--- config.mk ---
export PLATFORM = sky130hd
export DESIGN_NAME = deserializer_flat
export DESIGN_NICKNAME = d
export VERILOG_FILES = /design/src/rtl/deserializer_if.sv /design/src/rtl/deserializer.sv /design/src/flat_wrapper.sv
export SDC_FILE = /design/constraint.sdc
export NUM_CORES = 1
export LEC_CHECK = 0
export CAP_MARGIN = 10
export CORE_MARGIN = 8
export CORE_UTILIZATION = 35
export DETAILED_ROUTE_END_ITERATION = 16
export GPL_ROUTABILITY_DRIVEN = 0
export SYNTH_ARGS = -nofsm -noshare
export SYNTH_HDL_FRONTEND = slang
export SYNTH_SLANG_ARGS = --single-unit
--- constraint.sdc ---
create_clock -name clk_i -period 1.8 [get_ports clk_i]
set_clock_uncertainty 0.1 [all_clocks]
set_input_delay 0.27 -clock clk_i [delete_from_list [all_inputs] [get_ports clk_i]]
set_output_delay 0.27 -clock clk_i [all_outputs]
set_load 0.1 [all_outputs]
--- src/rtl/deserializer_if.sv ---
// Serial-in / parallel-out bus of the deserializer.
//   data_i, data_val_i          : serial bit stream, MSB of each word first
//   deser_data_o                : rebuilt word, first bit at [DATA_W-1]
//   deser_data_mod_o            : valid bit count of deser_data_o (0 = DATA_W)
//   deser_data_val_o, err_o     : one-cycle pulses (new word / short run dropped)
// master drives the serial side; slave is the deserializer itself.
interface deserializer_if #(
    parameter int DATA_W = 16,
    parameter int MOD_W  = 4
);
    logic              data_i;
    logic              data_val_i;
    logic [DATA_W-1:0] deser_data_o;
    logic [MOD_W-1:0]  deser_data_mod_o;
    logic              deser_data_val_o;
    logic              err_o;

    modport master (
        output data_i, data_val_i,
        input  deser_data_o, deser_data_mod_o, deser_data_val_o, err_o
    );

    modport slave (
        input  data_i, data_val_i,
        output deser_data_o, deser_data_mod_o, deser_data_val_o, err_o
    );
endinterface

--- src/rtl/deserializer.sv ---
// Deserializer: collects an MSB-first serial bit stream into DATA_W-bit words.
// A full word is emitted every DATA_W valid bits; when the valid run ends
// early, a partial word (MSB-aligned, zero-filled) is emitted with its bit
// count, or dropped with an err_o pulse if shorter than MIN_BITS.
// Ports:
//   clk_i  : clock, rising edge
//   srst_i : synchronous active-high reset
//   bus    : deserializer_if.slave (serial in, parallel word + pulses out)
module deserializer #(
    parameter int DATA_W   = 16,
    parameter int MOD_W    = 4,
    parameter int MIN_BITS = 3
) (
    input  logic           clk_i,
    input  logic           srst_i,
    deserializer_if.slave  bus
);

    logic [DATA_W-1:0] shreg_q, shreg_d;
    logic [MOD_W-1:0]  cnt_q, cnt_d;
    logic              run_q, run_d;
    logic [DATA_W-1:0] data_q, data_d;
    logic [MOD_W-1:0]  mod_q, mod_d;
    logic              val_q, val_d;
    logic              err_q, err_d;

    logic [DATA_W-1:0] shreg_nxt;
    logic [MOD_W-1:0]  wr_idx;

    // DATA_W == 2**MOD_W, so DATA_W-1-cnt is simply the bitwise inverse of cnt.
    assign wr_idx = ~cnt_q;

    always_comb begin
        shreg_d   = shreg_q;
        cnt_d     = cnt_q;
        run_d     = run_q;
        data_d    = data_q;
        mod_d     = mod_q;
        val_d     = 1'b0;
        err_d     = 1'b0;
        shreg_nxt = shreg_q;
        shreg_nxt[wr_idx] = bus.data_i;

        if (bus.data_val_i) begin
            run_d = 1'b1;
            if (cnt_q == {MOD_W{1'b1}}) begin
                // Last bit of a word: emit it together with this bit and
                // start the next word clean, so back-to-back bits are not lost.
                data_d  = shreg_nxt;
                mod_d   = '0;
                val_d   = 1'b1;
                shreg_d = '0;
                cnt_d   = '0;
            end else begin
                shreg_d = shreg_nxt;
                cnt_d   = cnt_q + 1'b1;
            end
        end else if (run_q) begin
            run_d   = 1'b0;
            shreg_d = '0;
            cnt_d   = '0;
            if (cnt_q >= MOD_W'(MIN_BITS)) begin
                data_d = shreg_q;
                mod_d  = cnt_q;
                val_d  = 1'b1;
            end else if (cnt_q != '0) begin
                // Too short to be a legal frame: drop it, keep last word visible.
                err_d = 1'b1;
            end
        end
    end

    always_ff @(posedge clk_i) begin
        if (srst_i) begin
            shreg_q <= '0;
            cnt_q   <= '0;
            run_q   <= 1'b0;
            data_q  <= '0;
            mod_q   <= '0;
            val_q   <= 1'b0;
            err_q   <= 1'b0;
        end else begin
            shreg_q <= shreg_d;
            cnt_q   <= cnt_d;
            run_q   <= run_d;
            data_q  <= data_d;
            mod_q   <= mod_d;
            val_q   <= val_d;
            err_q   <= err_d;
        end
    end

    assign bus.deser_data_o     = data_q;
    assign bus.deser_data_mod_o = mod_q;
    assign bus.deser_data_val_o = val_q;
    assign bus.err_o            = err_q;

endmodule

--- src/flat_wrapper.sv ---
// flat-port wrapper written by rule: the top's interface ports become plain ports
module deserializer_flat 
#(
    parameter int DATA_W   = 16,
    parameter int MOD_W    = 4,
    parameter int MIN_BITS = 3
)
  (clk_i, srst_i, bus_data_i, bus_data_val_i, bus_deser_data_o, bus_deser_data_mod_o, bus_deser_data_val_o, bus_err_o);
  deserializer_if #(.DATA_W(DATA_W), .MOD_W(MOD_W)) bus_i ();
  input  logic clk_i;
  input  logic srst_i;
  input wire logic [$bits(bus_i.data_i)-1:0] bus_data_i;
  input wire logic [$bits(bus_i.data_val_i)-1:0] bus_data_val_i;
  output wire logic [$bits(bus_i.deser_data_o)-1:0] bus_deser_data_o;
  output wire logic [$bits(bus_i.deser_data_mod_o)-1:0] bus_deser_data_mod_o;
  output wire logic [$bits(bus_i.deser_data_val_o)-1:0] bus_deser_data_val_o;
  output wire logic [$bits(bus_i.err_o)-1:0] bus_err_o;
  assign bus_i.data_i = bus_data_i;
  assign bus_i.data_val_i = bus_data_val_i;
  assign bus_deser_data_o = bus_i.deser_data_o;
  assign bus_deser_data_mod_o = bus_i.deser_data_mod_o;
  assign bus_deser_data_val_o = bus_i.deser_data_val_o;
  assign bus_err_o = bus_i.err_o;
  deserializer #(.DATA_W(DATA_W), .MOD_W(MOD_W), .MIN_BITS(MIN_BITS)) u_core (.clk_i(clk_i), .srst_i(srst_i), .bus(bus_i));
endmodule
==> flow_summary.ini <==
[final_layout]
final_area_sq_mm = 0.00303
fin_cells = 357
syn_to_final_growth_pct = 38.4
final_nets = 289
fillerInstances = 542
multiInputGateArea_sq_mm = 0.00119
regArea_sq_um = 861
drive_gt1_frac = 0.275
diodes = 0

[setup_path]
worstPathArrival_ns = 1.75
crit_required_ns = 1.88
path_class = flop to flop
crit_fanout = 16
start_kind = flop
cp-end-kind = flop
rrSetupSlack_ns = 0.13

[yosys]
syn_nets = 252
synth_edf_count = 0
synth.most_common_cell = dfxtp_1
synth_flop_cell = dfxtp_1
yosys.area.top_type = dfxtp_1
synth_cells = 243
synth_area_leaders = dfxtp_1 39%, a311oi_1 5.2%, a211oi_1 4.5%, mux2i_1 4.1%, a211oi_2 4.0%
avgSynthCellArea_sq_um = 9.01
ys_seq_elements = 43
ys_seq_area_frac = 0.393
syn-cell-area_sq_mm = 0.00219
synth_cell_type_count = 40
synth_common_cells = 43 x dfxtp_1, 21 x nand2_1, 17 x a21oi_1, 13 x a211oi_1, 13 x a311oi_1
synth.top_cell.area_share = 0.393
yosysWarnings = 0
async_flop_share = 0

[cts]
insertion_delay_ns = 0.29
clk_pin_slew_ns = 0.08
cts_buffers = 5
postCtsSetupBuffers = 0
cts_max_level = 2
clock_sink_count = 43
cts.hold.buffers_added = 0
cts_tree = built
clock_path_buffers = 2
cts-root-buf = clkbuf_8

[route]
drtIter0Drc = 181
antenna_left = 0
firstDrtPassIters = 4
via_per_inst = 5.76
num_vias = 2057
drc_errors = 0
wl_um = 5890
wl_per_cell_um = 16.5

[die]
die_area_sq_mm = 0.00904
die_y_um = 95.1
die-width_um = 95.1
start_util = 0.353
row_count = 29
core-area_sq_mm = 0.00620
io_pins = 26

[sta]
drv_slew = 0
hold_violations = 0
relSlewSlack = 0.759
period_share = 0.929
fin_crit_ns = 1.67
finalSetupTns_ns = 0
worst_pin_slew_ns = 0.361
rsz0062_at_grt = false
setup_viol = 0
fmax_mhz = 598

[hold_path]
min_path_type = flop to flop

[place]
io_buffer_count = 25
place_area_sq_mm = 0.00291
hpwl_um = 4450
dp.cells = 350

[global_routing]
grt.total_usage = 0.142
grt_pass1_wl_um = 10200
grt_max_degree = 46
grt_pass1_vias = 2033
antenna_found_initial = 0
gr-total-overflow = 0

[power_and_ir_drop]
p_leak_nw = 1.02
cellPowerDensity_mw_per_mm2 = 591
vdd_ir_drop_max_v = 0.000420

[run]
maxCapViolCount = 0

[outcome]
status = finished clean
-- final timing paths --
check                    startpoint                         end  cells past startpoint
setup / recovery    u_core.cnt_q[0]  u_core.bus.deser_data_o[9]                      5
hold / removal    u_core.shreg_q[8]           u_core.shreg_q[8]                      2
setup reg to reg    u_core.cnt_q[0]  u_core.bus.deser_data_o[9]                      5
hold reg to reg   u_core.shreg_q[8]           u_core.shreg_q[8]                      2
-- stage by stage --
| stage | utilization | power (W) | hold slack (ns) | setup WS, ns |
|---|---|---|---|---|
| after floorplan | - | 0.00111 | 0.344 | 0.109 |
| after global placement | 0.469 | 0.00119 | 0.364 | -0.114 |
| after detailed placement | 0.469 | 0.00119 | 0.364 | -0.127 |
| after CTS | 0.484 | 0.00180 | 0.375 | 0.00654 |
| after global routing | 0.488 | 0.00187 | 0.401 | 0.0147 |
| final | 0.488 | 0.00179 | 0.373 | 0.129 |
-- final cells by class --
type / count / share of cell area
multi-input combinational: 166 / 0.391
sequential: 43 / 0.284
timing repair buffer: 57 / 0.255
tap: 77 / 0.0318
clock buffer: 6 / 0.0273
inverter: 7 / 0.00867
clock inverter: 1 / 0.00165
-- repair_timing --
action | CTS | global route
endpoints found under the hold margin | 0 | 0
endpoints found under the setup margin | 0 | 7
gates resized for setup | 0 | 7
-- layout by cell type, fill, tap and decap left out, drive strengths merged, types with 7 or more instances in the layout --
cell / instances
a211oi: 20
a21oi: 17
a311oi: 13
buf: 54
dfxtp: 43
inv: 7
mux2i: 9
nand2: 21
nand3: 8
nand4: 8
o211ai: 9
o21ai: 10
-- registers in the layout, summed over array words and instances, names as in the netlist --
name                         cells
u_core.bus.deser_data_val_o      1
u_core.bus.deser_data_mod_o      4
u_core.run_q                     1
u_core.shreg_q                  16
u_core.bus.deser_data_o         16
u_core.cnt_q                     4
u_core.bus.err_o                 1
-- critical path, stage by stage, from the launching register on --
cell,delay (ns)
dfxtp_1,0.31
ha_1,0.24
or3_1,0.38
buf_12,0.18
a211oi_1,0.25
a311oi_1,0.08
-- cells by family after synthesis --
logic type / synth area share
compound gates: 0.301
buf+inv: 0.0789
fa+ha+maj: 0.0286
flops: 0.393
mux: 0.0411
simple gates: 0.158
-- power breakdown --
part           total (W)  internal [W]  switching [W]
combinational   0.000205     0.0000817       0.000123
clock           0.000620      0.000301       0.000319
sequential      0.000968      0.000960     0.00000801
total            0.00179       0.00134       0.000450
-- layer usage --
| layer | track usage | wire length [um] | up-vias |
|---|---|---|---|
| met5 | 0 | 0 | - |
| met4 | 0.0780 | 155 | 0 |
| met3 | 0.0252 | 325 | 12 |
| met2 | 0.230 | 2830 | 61 |
| met1 | 0.175 | 2570 | 982 |
| li1 | - | - | 1002 |
Power figures use the tool's default switching activity.
